## src/rtl/fifo_arb_pkg.sv

```systemverilog
// Shared state encoding and default sizing for the FIFO write arbiter.
package fifo_arb_pkg;

    typedef enum logic {
        IDLE  = 1'b0,
        BURST = 1'b1
    } arb_state_t;

    localparam int DEF_NUM_REQ   = 4;
    localparam int DEF_DATA_W    = 4;
    localparam int DEF_MAX_BURST = 4;

endpackage

```

## src/rtl/fifo_wr_arbiter_rr_pick.sv

```systemverilog
// Rotate-priority encoder: first set req searching upward from last_owner+1, wrapping.
// Purely combinational; no state, no backpressure.
module rr_pick
    import fifo_arb_pkg::*;
#(
    parameter int NUM_REQ = DEF_NUM_REQ,
    parameter int IDX_W   = (NUM_REQ > 1) ? $clog2(NUM_REQ) : 1
) (
    input  logic [NUM_REQ-1:0] req,
    input  logic [IDX_W-1:0]   last_owner,
    output logic [IDX_W-1:0]   winner,
    output logic               any_req
);

    logic [IDX_W-1:0] cand;
    logic             found;

    always_comb begin
        winner = '0;
        found  = 1'b0;
        cand   = '0;
        for (int i = 1; i <= NUM_REQ; i++) begin
            cand = IDX_W'((int'(last_owner) + i) % NUM_REQ);
            if (!found && req[cand]) begin
                winner = cand;
                found  = 1'b1;
            end
        end
    end

    assign any_req = |req;

endmodule

```

## src/rtl/fifo_wr_arbiter.sv

```systemverilog
// Round-robin arbiter sharing one FIFO write port among NUM_REQ producers, bounded bursts.
// Latency: req seen in IDLE at cycle t -> first write at t+1; one IDLE cycle between bursts.
// Backpressure: fifo_full drops gnt and freezes the burst; FIFO_ARB_PRIO0_EN gives producer 0 priority.
module fifo_wr_arbiter
    import fifo_arb_pkg::*;
#(
    parameter int NUM_REQ   = DEF_NUM_REQ,
    parameter int IDX_W     = (NUM_REQ > 1) ? $clog2(NUM_REQ) : 1,
    parameter int DATA_W    = DEF_DATA_W,
    parameter int MAX_BURST = DEF_MAX_BURST,
    parameter int CNT_W     = (MAX_BURST > 1) ? $clog2(MAX_BURST) : 1
) (
    input  logic                      clk,
    input  logic                      rst_n,
    input  logic [NUM_REQ-1:0]        req,
    input  logic [NUM_REQ*DATA_W-1:0] req_data,
    output logic [NUM_REQ-1:0]        gnt,
    input  logic                      fifo_full,
    output logic                      fifo_wr_ena,
    output logic [DATA_W-1:0]         fifo_wr_data,
    output logic [IDX_W-1:0]          fifo_wr_src,
    output logic                      busy
);

    localparam logic [CNT_W-1:0] LAST_BEAT = CNT_W'(MAX_BURST - 1);
    localparam logic [IDX_W-1:0] LAST_IDX  = IDX_W'(NUM_REQ - 1);

    arb_state_t       state_q, state_d;
    logic [IDX_W-1:0] owner_q, owner_d;
    logic [IDX_W-1:0] last_owner_q, last_owner_d;
    logic [CNT_W-1:0] beat_cnt_q, beat_cnt_d;
    logic [IDX_W-1:0] rr_winner, pick;
    logic             any_req, active, owner_req, xfer, bounded;
    logic [DATA_W-1:0] owner_dat;

    rr_pick #(
        .NUM_REQ (NUM_REQ),
        .IDX_W   (IDX_W)
    ) u_rr_pick (
        .req        (req),
        .last_owner (last_owner_q),
        .winner     (rr_winner),
        .any_req    (any_req)
    );

`ifdef FIFO_ARB_PRIO0_EN
    assign pick    = req[0] ? '0 : rr_winner;
    assign bounded = (owner_q != '0);
`else
    assign pick    = rr_winner;
    assign bounded = 1'b1;
`endif

    // Reset is sampled at the edge, but gating here drops an in-flight grant in the reset cycle itself.
    assign active    = (state_q == BURST) && rst_n;
    assign owner_req = req[owner_q];
    assign xfer      = active && owner_req && !fifo_full;

    always_comb begin
        owner_dat = '0;
        for (int i = 0; i < NUM_REQ; i++) begin
            if (owner_q == IDX_W'(i)) begin
                owner_dat = req_data[i*DATA_W +: DATA_W];
            end
        end
    end

    always_comb begin
        gnt = '0;
        if (active && !fifo_full) begin
            gnt[owner_q] = 1'b1;
        end
    end

    assign fifo_wr_ena  = xfer;
    assign fifo_wr_data = active ? owner_dat : '0;
    assign fifo_wr_src  = active ? owner_q : '0;
    assign busy         = active;

    always_comb begin
        state_d      = state_q;
        owner_d      = owner_q;
        beat_cnt_d   = beat_cnt_q;
        last_owner_d = last_owner_q;
        case (state_q)
            IDLE: begin
                if (any_req) begin
                    owner_d    = pick;
                    beat_cnt_d = '0;
                    state_d    = BURST;
                end
            end
            BURST: begin
                if (xfer) begin
                    beat_cnt_d = beat_cnt_q + CNT_W'(1);
                end
                if (!owner_req || (xfer && bounded && (beat_cnt_q == LAST_BEAT))) begin
                    state_d      = IDLE;
                    last_owner_d = owner_q;
                end
            end
            default: state_d = IDLE;
        endcase
    end

    always_ff @(posedge clk) begin
        if (!rst_n) begin
            state_q      <= IDLE;
            owner_q      <= '0;
            beat_cnt_q   <= '0;
            last_owner_q <= LAST_IDX;
        end else begin
            state_q      <= state_d;
            owner_q      <= owner_d;
            beat_cnt_q   <= beat_cnt_d;
            last_owner_q <= last_owner_d;
        end
    end

endmodule

```

## config.mk

```make
export PLATFORM = sky130hd
export DESIGN_NAME = fifo_wr_arbiter
export DESIGN_NICKNAME = d
export VERILOG_FILES = /design/src/rtl/fifo_arb_pkg.sv /design/src/rtl/fifo_wr_arbiter_rr_pick.sv /design/src/rtl/fifo_wr_arbiter.sv
export SDC_FILE = /design/constraint.sdc
export NUM_CORES = 1
export LEC_CHECK = 0
export BUFFER_PORTS_ARGS = -buffer_cell sky130_fd_sc_hd__buf_4
export CAP_MARGIN = 20
export CORE_ASPECT_RATIO = 0.9
export CORE_MARGIN = 2
export CORE_UTILIZATION = 44
export CTS_CLUSTER_SIZE = 14
export DETAILED_ROUTE_END_ITERATION = 8
export GPL_TIMING_DRIVEN = 0
export PLACE_DENSITY = 0.76
export SKIP_CTS_REPAIR_TIMING = 1
export SYNTH_ARGS = -nofsm -noshare
export SYNTH_HDL_FRONTEND = slang
export SYNTH_HIERARCHICAL = 1
export SYNTH_SLANG_ARGS = --single-unit
```

## constraint.sdc

```tcl
create_clock -name clk -period 1.8 [get_ports clk]
set_input_delay 0.09 -clock clk [delete_from_list [all_inputs] [get_ports clk]]
set_output_delay 0.09 -clock clk [all_outputs]
set_load 0.1 [all_outputs]
```

### Yosys cells after proc, flatten, opt, wreduce, memory -nomap -nowiden

Cells that the tools add are included.

| storage, ports and cells | value |
|---|---|
| register bits after elaboration | 7 |
| input port bits | 23 |
| output and inout bits | 12 |
| word-level logic and storage cells | 74 |

| cells by class | value |
|---|---|
| add/subtract/negate cells | 5 |
| magnitude comparators | 6 |
| equality and inequality tests | 6 |
| muxes and demuxes | 32 |
| bitwise operators | 1 |
| reductions and logical operators | 20 |

Operators by type and width:

| kind | number |
|---|---|
| 2-to-1 mux 4 bit | 6 |
| < comparator 2 x 3 -> 1 bit, second input constant | 5 |
| 2-to-1 mux 2 bit | 7 |
| 2-to-1 mux 1 bit | 11 |
| binary-select mux 1 bit (select 2 bit) | 5 |
| logical AND 1 bit | 9 |
| adder 2 x 1 -> 2 bit, second input constant | 3 |
| == test 2 bit, second input constant | 3 |
| AND reduction 2 bit | 3 |
| zero test 1 bit | 5 |
| adder 2 bit, second input constant | 2 |
| inequality test 2 bit, second input constant | 2 |
| one-hot mux 2 bit (2 select lines) | 1 |
| OR reduction 4 bit | 1 |
| demux 1 bit (select 2 bit) | 1 |
| == test 2 x 1 -> 1 bit, second input constant | 1 |
| greater-or-equal comparator 2 x 1 -> 1 bit, second input constant | 1 |
| zero test 2 bit | 1 |
| one-hot mux 1 bit (2 select lines) | 1 |
| logical OR 1 bit | 1 |
| inverter 1 bit | 1 |

### Longest topological paths before layout

| depth | value |
|---|---|
| depth in word-level cells | 13 |
| mapped depth | 6 |
| depth with buffers taken out | 6 |

### By module

Netlist, hierarchy kept.

By module, submodules not included:

| module | times used | cells each | area each (um^2) | seq. area each (um^2) |
|---|---|---|---|---|
| fifo_wr_arbiter | 1 | 61 | 591.8 | 140.1 |
| rr_pick | 1 | 14 | 81.3 | 0.0 |

### Worst setup path before layout

Ideal clock, no wire load.

| timing path | value |
|---|---|
| path type | register -> output |
| start point | register state_q |
| end point | output port gnt[2] |
| data arrival time | 3.858 ns |
| data required time | 1.710 ns |
| setup slack | -2.148 ns |
| stages on the path, launching flop included | 4 |
| path buffers | 1 |
| cell sequence | dfxtp_1 -> nand2_1 -> clkbuf_1 -> nor4b_1 |

| between the ends | value |
|---|---|
| cells in the longest elaborated chain, start to end | 3 |

RTL lines:

| element | RTL line | source |
|---|---|---|
| from (decl) | fifo_wr_arbiter.sv:28 | `arb_state_t state_q, state_d;` |
| from (signal assigned) | fifo_wr_arbiter.sv:113 | `state_q <= state_d;` |
| logical AND 1 bit | fifo_wr_arbiter.sv:55 | `assign active = (state_q == BURST) && rst_n;` |
| logical AND 1 bit | fifo_wr_arbiter.sv:70 | `if (active && !fifo_full) begin` |
| 2-to-1 mux 4 bit | fifo_wr_arbiter.sv:70 |  |
| to (decl) | fifo_wr_arbiter.sv:17 | `output logic [NUM_REQ-1:0] gnt,` |

Every way passes these cells.

### Worst setup path after layout

| timing path | value |
|---|---|
| start point | register owner_q[1] |
| end point | output port fifo_wr_data[2] |

| between the ends | value |
|---|---|
| cells in the longest elaborated chain, start to end | 6 |

RTL lines:

| element | RTL line | source |
|---|---|---|
| from (decl) | fifo_wr_arbiter.sv:29 | `logic [IDX_W-1:0] owner_q, owner_d;` |
| from (signal assigned) | fifo_wr_arbiter.sv:114 | `owner_q <= owner_d;` |
| zero test 2 bit | fifo_wr_arbiter.sv:62 | `if (owner_q == IDX_W'(i)) begin` |
| 2-to-1 mux 4 bit (3 in series) | fifo_wr_arbiter.sv:62 |  |
| 2-to-1 mux 4 bit (*) | fifo_wr_arbiter.sv:62 |  |
| 2-to-1 mux 4 bit (*) | fifo_wr_arbiter.sv:76 | `assign fifo_wr_data = active ? owner_dat : '0;` |
| to (decl) | fifo_wr_arbiter.sv:20 | `output logic [DATA_W-1:0] fifo_wr_data,` |

Every way passes the cells marked *; elsewhere a longest branch is shown, timed or not.

==> metrics.md <==
| Metric | Value |
|---|---|
| Clock Tree Root | clkbuf_4 |
| DP HPWL | ~1500 um |
| Final min period | between 1500 and 2000 ps |
| Top delay family on crit path | buffers and inverters |
| Reg2Reg Depth | 4 |
| WL final | 1820 um |
| Post-synthesis instance area | 673 sq um |
| IO Count | 35 |
| Clk_lat worst skew | 250 ps |
| Gr usage total | 0.208 |
| GR Overflow Total | 0 |
| Area grow syn2layout | 64.1% |
| Final Cycle Share | 0.956 |
| PD cells | roughly 600 nW/um^2 |
| Worst slew pin tran | 341 ps |
| PortBufs | 32 |
| P_sw | ~260 uW |
| Endpoints failing setup | 0 |
| DIE WIDTH | roughly 45 um |
| Core area | between 1000 and 1500 sq um |
| First-pass GRT wire length | 2700 um |
| Vias in the first global route | around 650 |
| Setup TNS | 0 ps |
| Primary FF master, synth | dfxtp_1 |
| Pwr Total | 667 uW |
| Arr. time, crit path | between 1500 and 2000 ps |
| Yosys reg bits | 7 |
| Worst Path Required | 1710 ps |
| P_int | approximately 400 uW |
| Area contributors post-synth | dfxtp_1, mux4_2, mux2i_1 |
| Most common cell in the netlist | nand2_1 |
| TritonCTS Buffers | 3 |
| Final core occ | 0.772 |
| Min Hold Slack | 111 ps |
| WHS Path Cells | 2 |
| Post-synth ARST share | 0 |
| Synth top area share | 0.208 |
| Max Freq | 581 MHz |
| Worst reg2reg path endpoint | beat_cnt_q[1] |
| Sw Ratio | 0.397 |
| Starting Density | 0.470 |
| WL/cell | approximately 14 um |
| Layout cells sized above 1 | 0.566 |
| P_leak | 0.514 nW |
| Worst-path clk slew | roughly 50 ps |
| Drt pass-1 iters | 4 |
| Distinct cell type count of the synthesized netlist | 29 |
| Diode count | 0 |
| Peak supply drop | roughly 0.00039 V |
| CTS tree | built |
| DIE HEIGHT | 41.1 um |
| Flop pwr share | 0.285 |
| Hold path startpoint | rst_n |
| Comb pwr share | 0.498 |
| Syn avg cell area | 8.98 sq um |
| Flop2flop setup slack | approximately 310 ps |
| Outcome | completed |
| Mapped Nets | 99 |
| Slowest stage delay, CP | about 370 ps |
| Antenna viol nets, final | 0 |
| Synth area leader | dfxtp_1 |
| Pin count of the biggest net entering global routing | 11 |
| CP cell instances | clkbuf_2 > mux4_2 > nor2b_4 > buf_4 |
| Clock sink count | 7 |
| Via count | 709 |
| RD Place Congestion | slightly above 0.8 |
| Startpoint Class | register |
| Post-synthesis cell count | 75 |
| Clock Power Share | 0.217 |
| Initial antenna violation count | 0 |
| Layout Nets | between 100 and 150 |
| Sequential share of the synthesized area | 0.208 |
| Launch point of the worst reg-to-reg path | owner_q[1] |
| Synth warn | 6 |
| Synth top cells by count | nand2_1, dfxtp_1, nor2b_1 |
| Fin. Hold Viols | 0 |
| CTS H-tree lvls | 1 |
| Max-Cap Viols | 0 |
| Worst hold endpoint | last_owner_q[1] |
| Buf/Inv on CP | 2 |
| Vias per cell | about 5.5 |
| Crit path max fanout | 10 |
| Rows | 13 |
| Post-synth EDFFs | 0 |
| Hold Path Class | input port to register |
| DR DRC count | 0 |
| Slowest cell on the critical path | dfxtp_2 |
| DRT iter0 DRCs | 13 |
| RSZ-0062 raised after global routing | no |
| Pins Over Slew Limit | 0 |
| Clk_skew | between 4 and 5 ps |
| CP Class | register to output port |
| Clock tree buffer depth | 2 |
| Die footprint | approximately 1900 sq um |
| Crit path capture type | output port |
| Slew HR | 0.773 |
-- power groups by stage --
stage	clock network [mW]	logic, mW	registers [mW]
detailed placement	0	0.323	0.192
floorplan	0	0.247	0.187
global placement	0	0.314	0.191
finish	0.145	0.332	0.190
global route	0.162	0.351	0.192
CTS	0.148	0.323	0.189
-- through the flow --
step	cell area [sq um]	instances	worst slack (ps)
after floorplan	796	75	-385
after global placement	1050	122	104
after detailed placement	1050	122	77.3
after CTS	1080	126	-200
after global routing	1100	128	2.06
final	1100	128	79.2
-- cells in the final DEF (no fill, tap or decap), types with 2 or more instances in the layout --
| master | synthesis | routed |
|---|---|---|
| a21oi_1 | 4 | 4 |
| and2_1 | 2 | 2 |
| and3_1 | 2 | 2 |
| buf_4 | 0 | 34 |
| clkbuf_2 | 1 | 3 |
| clkbuf_4 | 0 | 3 |
| dfxtp_1 | 7 | 4 |
| dfxtp_2 | 0 | 2 |
| inv_1 | 4 | 4 |
| mux2_4 | 3 | 3 |
| mux2i_1 | 5 | 5 |
| mux4_2 | 4 | 4 |
| nand2_1 | 8 | 7 |
| nand2b_1 | 3 | 3 |
| nand4b_1 | 2 | 2 |
| nor2_1 | 4 | 3 |
| nor2b_1 | 7 | 3 |
| nor2b_4 | 0 | 3 |
| nor4_4 | 0 | 2 |
| nor4b_4 | 1 | 3 |
-- worst max-delay path by stage --
stage,from,endpoint,cells after the start
finish,owner_q[1],fifo_wr_data[2],4
global route,owner_q[1],fifo_wr_data[2],4
CTS,owner_q[1],fifo_wr_data[2],4
detailed placement,owner_q[1],fifo_wr_data[2],4
global placement,owner_q[1],fifo_wr_data[1],4
floorplan,owner_q[1],beat_cnt_q[1],4
-- area by class of cell --
class,count,area [sq um]
repair buffers,34,255
fillers,98,327
inverters,4,15.0
multi-input cells,59,592
well taps,15,18.8
clock buffers,4,26.3
plain buffers,5,51.3
flip-flops and latches,7,146
-- sequential cells by signal (all words and copies together), names as in the netlist --
| register | cells |
|---|---|
| last_owner_q | 2 |
| beat_cnt_q | 2 |
| state_q | 1 |
| owner_q | 2 |
-- cell families (layout without fill, tap and decap cells) --
family,Yosys count,count (layout),synth area share
adders and majority gates,1,1,0.0186
DFF,7,7,0.208
muxes,12,12,0.275
AOI/OAI and AO/OA,10,10,0.110
buffers and inverters,9,47,0.0539
and+or+nand+nor,36,36,0.335
-- per-layer routing --
| layer | up-vias | global-route usage | wire (um) |
|---|---|---|---|
| met3 | 2 | 0.0485 | 143 |
| li1 | 356 | - | - |
| met2 | 29 | 0.386 | 937 |
| met1 | 322 | 0.229 | 712 |
| met4 | 0 | 0.0956 | 24 |
| met5 | - | 0 | 0 |
(Power assumes the default switching activity.)
